--- src/rtl/uart_tx_fifo_if.sv ---
// Byte-stream handshake between the host, the TX FIFO and the UART transmitter.
// The host drives the i_* write side and the transmitter drives i_ready. The FIFO
// drives o_ready, o_data and o_valid.
interface uart_tx_fifo_if #(
  parameter int DATA_W = 8
);
  logic [DATA_W-1:0] i_data;
  logic              i_valid;
  logic              o_ready;
  logic [DATA_W-1:0] o_data;
  logic              o_valid;
  logic              i_ready;

  modport master (
    output i_data, i_valid, i_ready,
    input  o_ready, o_data, o_valid
  );

  modport slave (
    input  i_data, i_valid, i_ready,
    output o_ready, o_data, o_valid
  );
endinterface

--- src/rtl/uart_tx_fifo.sv ---
// First-word-fall-through byte FIFO feeding the UART transmitter. It has registered
// flags, a registered head byte on o_data and a sticky overflow flag.
module uart_tx_fifo #(
  parameter int DATA_W = 8,
  parameter int DEPTH  = 16,
  parameter int AW     = $clog2(DEPTH)
) (
  input  logic          clk,
  input  logic          rst,
  uart_tx_fifo_if.slave bus,
  input  logic          i_flush,
  input  logic          i_clr_ovf,
  output logic [AW:0]   o_count,
  output logic          o_full,
  output logic          o_empty,
  output logic          o_ovf
);

  localparam logic [AW-1:0] PTR_ONE  = 1;
  localparam logic [AW:0]   CNT_ONE  = 1;
  localparam logic [AW:0]   CNT_ZERO = '0;
  localparam logic [AW:0]   CNT_FULL = DEPTH[AW:0];

  logic [DATA_W-1:0] mem [DEPTH];
  logic [AW-1:0]     wr_ptr;
  logic [AW-1:0]     rd_ptr;
  logic [AW-1:0]     rd_ptr_nxt;
  logic [AW:0]       count_nxt;
  logic [DATA_W-1:0] head_nxt;
  logic              push;
  logic              pop;
  logic              ovf_set;

  assign push    = bus.i_valid & bus.o_ready & ~i_flush;
  assign pop     = bus.o_valid & bus.i_ready & ~i_flush;
  assign ovf_set = bus.i_valid & o_full;

  // The next head is normally in memory. It is the incoming byte only when that byte
  // lands exactly where the read pointer is heading: an empty FIFO, or its last entry being popped.
  always_comb begin
    rd_ptr_nxt = rd_ptr;
    count_nxt  = o_count;
    head_nxt   = mem[rd_ptr];
    if (pop) begin
      rd_ptr_nxt = rd_ptr + PTR_ONE;
    end
    if (push && !pop) begin
      count_nxt = o_count + CNT_ONE;
    end else if (pop && !push) begin
      count_nxt = o_count - CNT_ONE;
    end
    if (push && (rd_ptr_nxt == wr_ptr)) begin
      head_nxt = bus.i_data;
    end else begin
      head_nxt = mem[rd_ptr_nxt];
    end
  end

  always_ff @(posedge clk) begin
    if (rst && push) begin
      mem[wr_ptr] <= bus.i_data;
    end
  end

  always_ff @(posedge clk) begin
    if (!rst) begin
      wr_ptr      <= '0;
      rd_ptr      <= '0;
      o_count     <= '0;
      o_full      <= 1'b0;
      o_empty     <= 1'b1;
      bus.o_ready <= 1'b1;
      bus.o_valid <= 1'b0;
      bus.o_data  <= '0;
      o_ovf       <= 1'b0;
    end else begin
      o_ovf <= ovf_set | (o_ovf & ~i_clr_ovf);
      if (i_flush) begin
        wr_ptr      <= '0;
        rd_ptr      <= '0;
        o_count     <= '0;
        o_full      <= 1'b0;
        o_empty     <= 1'b1;
        bus.o_ready <= 1'b1;
        bus.o_valid <= 1'b0;
      end else begin
        if (push) begin
          wr_ptr <= wr_ptr + PTR_ONE;
        end
        rd_ptr      <= rd_ptr_nxt;
        o_count     <= count_nxt;
        o_full      <= (count_nxt == CNT_FULL);
        o_empty     <= (count_nxt == CNT_ZERO);
        bus.o_ready <= (count_nxt != CNT_FULL);
        bus.o_valid <= (count_nxt != CNT_ZERO);
        if (count_nxt != CNT_ZERO) begin
          bus.o_data <= head_nxt;
        end
      end
    end
  end

endmodule

--- src/flat_wrapper.sv ---
// flat-port wrapper written by rule: the top's interface ports become plain ports
module uart_tx_fifo_flat 
#(
  parameter int DATA_W = 8,
  parameter int DEPTH  = 16,
  parameter int AW     = $clog2(DEPTH)
)
  (clk, rst, i_flush, i_clr_ovf, o_count, o_full, o_empty, o_ovf, bus_i_data, bus_i_valid, bus_i_ready, bus_o_ready, bus_o_data, bus_o_valid);
  uart_tx_fifo_if #(.DATA_W(DATA_W)) bus_i ();
  input  logic clk;
  input  logic rst;
  input  logic i_flush;
  input  logic i_clr_ovf;
  output logic [AW:0] o_count;
  output logic o_full;
  output logic o_empty;
  output logic o_ovf;
  input wire logic [$bits(bus_i.i_data)-1:0] bus_i_data;
  input wire logic [$bits(bus_i.i_valid)-1:0] bus_i_valid;
  input wire logic [$bits(bus_i.i_ready)-1:0] bus_i_ready;
  output wire logic [$bits(bus_i.o_ready)-1:0] bus_o_ready;
  output wire logic [$bits(bus_i.o_data)-1:0] bus_o_data;
  output wire logic [$bits(bus_i.o_valid)-1:0] bus_o_valid;
  assign bus_i.i_data = bus_i_data;
  assign bus_i.i_valid = bus_i_valid;
  assign bus_i.i_ready = bus_i_ready;
  assign bus_o_ready = bus_i.o_ready;
  assign bus_o_data = bus_i.o_data;
  assign bus_o_valid = bus_i.o_valid;
  uart_tx_fifo #(.DATA_W(DATA_W), .DEPTH(DEPTH), .AW(AW)) u_core (.clk(clk), .rst(rst), .bus(bus_i), .i_flush(i_flush), .i_clr_ovf(i_clr_ovf), .o_count(o_count), .o_full(o_full), .o_empty(o_empty), .o_ovf(o_ovf));
endmodule
--- config.mk ---
export PLATFORM = sky130hd
export DESIGN_NAME = uart_tx_fifo_flat
export DESIGN_NICKNAME = d
export VERILOG_FILES = /design/src/rtl/uart_tx_fifo_if.sv /design/src/rtl/uart_tx_fifo.sv /design/src/flat_wrapper.sv
export SDC_FILE = /design/constraint.sdc
export NUM_CORES = 1
export LEC_CHECK = 0
export BUFFER_PORTS_ARGS = -buffer_cell sky130_fd_sc_hd__buf_2
export CAP_MARGIN = 20
export CORE_MARGIN = 3
export CORE_UTILIZATION = 40
export CTS_BUF_LIST = sky130_fd_sc_hd__clkbuf_4 sky130_fd_sc_hd__clkbuf_8 sky130_fd_sc_hd__clkbuf_16
export DETAILED_ROUTE_END_ITERATION = 10
export PLACE_DENSITY = 0.58
export SLEW_MARGIN = 20
export SYNTH_ARGS = -nofsm -noshare
export SYNTH_HDL_FRONTEND = slang
export SYNTH_SLANG_ARGS = --single-unit
--- constraint.sdc ---
create_clock -name clk -period 2.7 [get_ports clk]
set_input_delay 0.27 -clock clk [delete_from_list [all_inputs] [get_ports clk]]
set_output_delay 0.27 -clock clk [all_outputs]
set_load 0.05 [all_outputs]
-- Word-level counts from Yosys, hierarchy flattened
Memory sizes are Yosys's and may differ from the RTL's. A register that Yosys moved wholly into a read port is not among the register bits.
Cells that the tools add are included.
- $add $sub $neg: 4
- eq/ne operators: 2
- multiplexer cells: 5
- bitwise gates (word level): 10
- reductions and logical operators: 10
- operators with widths (kind ; number):
    $mux W5 ; 2
    $add A4 B1 Y4 const B ; 2
    $and A1 B1 Y1 ; 6
    $add A5 B1 Y5 const B ; 1
    $eq A5 B5 Y1 const B ; 1
    $logic_not A5 Y1 ; 1
    $ne A5 B5 Y1 const B ; 1
    $reduce_bool A5 Y1 ; 1
    $sub A5 B1 Y5 const B ; 1
    $mux W4 ; 1
    $logic_and A1 B1 Y1 ; 3
    $logic_not A1 Y1 ; 3
    $not A1 Y1 ; 3
    $mux W1 ; 2
    $reduce_and A2 Y1 ; 1
    $reduce_or A2 Y1 ; 1
    $or A1 B1 Y1 ; 1
- flip-flop bits (word level): 18
- memory bits (writable): 128
- input port bits: 14
- output and inout bits: 18
- word-level logic and storage cells: 40
- memories: 1
- memory list (name ; words ; width ; rd ports ; clocked after memory_dff ; wr ports ; line ; source):
    u_core.mem ; 16 ; 8 ; 1 ; 1 ; 1 ; uart_tx_fifo.sv:24 ; logic [DATA_W-1:0] mem [DEPTH];

-- Longest topological paths before layout
- word-level depth: 8
- gate-level depth with buffers: 10
- gate-level depth less buffers: 8

-- Worst setup path before layout
OpenSTA, ideal clock, no wires.
- kind: reg-to-reg
- start: register u_core.o_count[0]
- end: register u_core.bus.o_data[0] (read register of u_core.mem)
- arrival time: 2.657 ns
- setup slack: -0.078 ns
- cell stages (with the launch flop): 9
- buffers on the path: 0
- period minus slack after synthesis: 2.778 ns
- cell sequence: dfxtp_1 inv_1 ha_1 or3_2 a211oi_1 o211ai_1 o211ai_2 a311oi_1 a221o_1
- word-level cells in the longest chain between the ends: 5
- ends and longest elaborated chain (element ; line ; source):
    start: declaration ; uart_tx_fifo.sv:13 ; output logic [AW:0] o_count,
    start signal: assignment ; uart_tx_fifo.sv:91 ; o_count <= count_nxt;
    $sub A5 B1 Y5 ; uart_tx_fifo.sv:50 ; count_nxt = o_count - CNT_ONE;
    $mux W5 ; uart_tx_fifo.sv:49 ; end else if (pop && !push) begin
    $mux W5 (*) ; uart_tx_fifo.sv:47 ; if (push && !pop) begin
    $reduce_bool A5 Y1 (*) ; uart_tx_fifo.sv:96 ; if (count_nxt != CNT_ZERO) begin
    $reduce_and A2 Y1 (no source line) (*) ; n/a ;
    end: declaration ; uart_tx_fifo_if.sv:21 ; output o_ready, o_data, o_valid
Mark *: on every way between the ends. The rest lies on a longest branch, timed or not.
A chain may end at the register's enable or synchronous reset.

-- Worst setup path after layout
- start: register u_core.o_count[0]
- end: register u_core.bus.o_data[5] (read register of u_core.mem)
Same word-level chain as after synthesis.

==> results by group <==
Setup path
  – Crit Path Class: register to register
  – R2R cell count: 9
  – WP data arrival: 2.97 ns
  – CP required: 3.01 ns
  – R2r endpoint: u_core.bus.o_data[5]$_SDFFE_PN0P_
  – FF-to-FF setup slack: 0.04 ns
  – Reg2Reg Launch Point: u_core.o_count[0]$_SDFF_PP0_
  – CP endpoint kind: register
  – Crit Path Max Fanout: 7
  – Crit start category: register

Routing
  – Router iterations before antenna repair: 5
  – DRC: 0
  – Final WL: approximately 19 mm
  – ANT nets after route: 0
  – Initial drt markers: 534
  – Vias/cell: between 6 and 7
  – Via count: 5,036
  – WL/cell: approximately 22 µm

STA
  – Fmax: 0.3753 GHz
  – Rel. slew slack: 0.5763
  – Pins Over Slew Limit: 0
  – Final setup skew: 0.02750 ns
  – Hold_ws: 0.1219 ns
  – Setup TNS: 0 ns
  – Final setup fails: 0
  – Worst slew pin tran: around 0.63 ns
  – Part of the cycle the worst path needs: 0.9870
  – Final Hold Vio Count: 0
  – Min Tclk post-route: roughly 2.7 ns

Run status
  – Status: complete, no violations

Power
  – Pwr dens: between 600 and 700 nW/µm²
  – Leak: 0.002745 µW
  – Total power: between 5000 and 6000 µW
  – Max IR drop VDD: 480.0 µV

Finish
  – Nets: 616
  – Syn-to-layout area delta: 16.70%
  – Fraction of layout cells with a size suffix above 1: 0.2599
  – Cell area after layout: 8527 µm²
  – Most frequent cells in the layout: 128 x edfxtp_1, 58 x nand2_1, 43 x buf_4
  – Fillers: roughly 1,500
  – Most common cell after layout, fill and taps aside: edfxtp_1

Floorplanning
  – Initial Utilization: 0.4152
  – Width of the die: between 100 and 150 µm
  – Core Area: 17,600 µm²
  – I/O pins: 32
  – Die H: 141.2 µm
  – Row count: 48
  – Die area: 19,920 µm²

Synth
  – Synth Area per Inst: 13.63 µm²
  – Synth Area in Compound Gates: 0.1262
  – Synth warn: 0
  – Top_reg_cell synth: edfxtp_1
  – Adder-Cell Fraction of Synth Area: 0.01199
  – XOR/XNOR share of the synthesized area: 0.01182
  – Cells after Synth: 536
  – Library cells used by synthesis: 63
  – Sequential area share after synthesis: 0.5973
  – Syn Nets: 557
  – Synth Register Bits: 154
  – Largest family of logic cells by synthesized area: compound AO/OA/AOI/OAI gates
  – Simple-Gate Fraction of Synth Area: 0.1015
  – Synthesized cell area: 7307 µm²
  – Post-synthesis mux area share: 0.1233
  – FFs w/ async S/R, synth: 0
  – Post-synth EDFFs: 128

Worst hold path
  – Worst hold path type: input port to register
  – Hold Path Stages: 3
  – Hold Path End: u_core.o_ovf$_SDFF_PN0_
  – HP Start: i_clr_ovf

Job
  – Max Cap Violations: 0

Global route
  – GRT overflow: 0
  – Largest net degree at the start of global routing: 40
  – Gr usage total: 0.1944
  – First-pass GRT wire length: between 20 and 30 mm
  – Initial antenna violation count: 0
  – Number of global-route vias before repair: 5,109

Clock tree
  – CTS clk-pin slew, worst paths: 0.07 ns
  – Hold-fix buffers at CTS: 0
  – CTS tree: built
  – CTS H-tree lvls: 4
  – Clk buf depth: 2
  – CTS Buf Count: 17
  – Root buffer selected by CTS: clkbuf_16
  – Clk_lat worst skew: 0.43 ns
  – CTS Sinks: 154

Placement
  – Placed Area: 7945 µm²
  – Post-DP HPWL: 12.48 mm
  – Routability Congestion: between 0.8 and 0.9
  – Port bufs: 31
-- per-layer routing --
layer	GRT usage	wire length, µm	up-vias
met2	0.3050	8981	191
met4	0.07751	420	0
met1	0.2666	8052	2555
met5	0	0	-
met3	0.03935	1205	26
li1	-	-	2264
-- repair_timing --
item                                    in CTS  in global routing
setup buffers                                0                  1
cloned                                       0                  0
gates resized for setup                      0                  1
pin swaps                                    1                  3
endpoints found under the setup margin       1                  7
-- kinds of logic (layout without fill, tap and decap cells) --
| kind of cell | count (synthesis) | after routing |
|---|---|---|
| mux | 50 | 50 |
| compound gates | 118 | 118 |
| fa+ha+maj | 7 | 7 |
| flops | 154 | 154 |
| simple gates | 150 | 150 |
| other cells | 0 | 1 |
| buf+inv | 48 | 120 |
| xor+xnor | 9 | 9 |
-- state kept, by name, indices dropped and copies added, names as in the netlist --
name and count:
u_core.mem 128, u_core.wr_ptr 4, u_core.o_empty 1, u_core.bus.o_ready 1, u_core.o_full 1, u_core.o_count 5, u_core.o_ovf 1, u_core.bus.o_data 8
u_core.rd_ptr 4, u_core.bus.o_valid 1
-- worst max-delay path, stage by stage (launching register included) --
cell and delay, ns:
dfxtp_2 0.38, inv_1 0.10, ha_1 0.34, or3_2 0.51, a211oi_2 0.27, o211ai_1 0.22, o211ai_2 0.21, buf_4 0.17
a311oi_1 0.06, a221o_1 0.29
-- cell usage after synthesis (10+ instances only) --
| cell | instances | area, µm² |
|---|---|---|
| a21oi_1 | 14 | 70.07 |
| nor2_1 | 27 | 101.4 |
| nand3_1 | 14 | 70.07 |
| inv_1 | 11 | 41.29 |
| mux2i_1 | 18 | 180.2 |
| and2_1 | 10 | 62.56 |
| clkbuf_1 | 20 | 75.07 |
| o21ai_0 | 10 | 50.05 |
| mux4_2 | 32 | 720.7 |
| a31oi_1 | 11 | 68.82 |
| buf_2 | 13 | 65.06 |
| nand2_1 | 58 | 217.7 |
| edfxtp_1 | 128 | 3844 |
| dfxtp_1 | 26 | 520.5 |
-- power by group --
part           total (µW)  internal (µW)  switching, µW
logic                 242           73.6            168
registers            2610           2590           17.4
clock network        2270           1280            990
-- area by class of cell --
type	instances	area [µm²]	share of cell area
diodes	1	2.502	0.0002935
clock buffers	17	425.4	0.04989
inverters	12	45.04	0.005282
multi-input cells	334	2744	0.3218
repair buffers	76	518.0	0.06075
clock inverters	15	141.4	0.01658
flip-flops and latches	154	4369	0.5124
well taps	225	281.5	0.03302
-- through the flow --
step / std cells / setup slack [ns] / utilization
global placement: 800 / 0.1923 / 0.4515
global route: 833 / -0.02115 / 0.4844
finish: 834 / 0.03520 / 0.4846
CTS: 832 / 0.01350 / 0.4837
floorplan: 536 / 0.09490 / -
detailed placement: 800 / 0.02018 / 0.4515
-- worst max path at each step --
| stage | from | end | cells after the start |
|---|---|---|---|
| final | u_core.o_count[0]$_SDFF_PP0_ | u_core.bus.o_data[5]$_SDFFE_PN0P_ | 9 |
| after global routing | u_core.o_count[0]$_SDFF_PP0_ | u_core.bus.o_data[0]$_SDFFE_PN0P_ | 9 |
| after CTS | u_core.o_count[0]$_SDFF_PP0_ | u_core.bus.o_data[5]$_SDFFE_PN0P_ | 8 |
| after detailed placement | u_core.o_count[0]$_SDFF_PP0_ | u_core.bus.o_data[5]$_SDFFE_PN0P_ | 8 |
| after global placement | u_core.o_count[0]$_SDFF_PP0_ | u_core.bus.o_data[2]$_SDFFE_PN0P_ | 8 |
| after floorplan | u_core.bus.o_ready$_SDFF_PP1_ | u_core.bus.o_data[0]$_SDFFE_PN0P_ | 7 |
(Power assumes the default switching activity.)
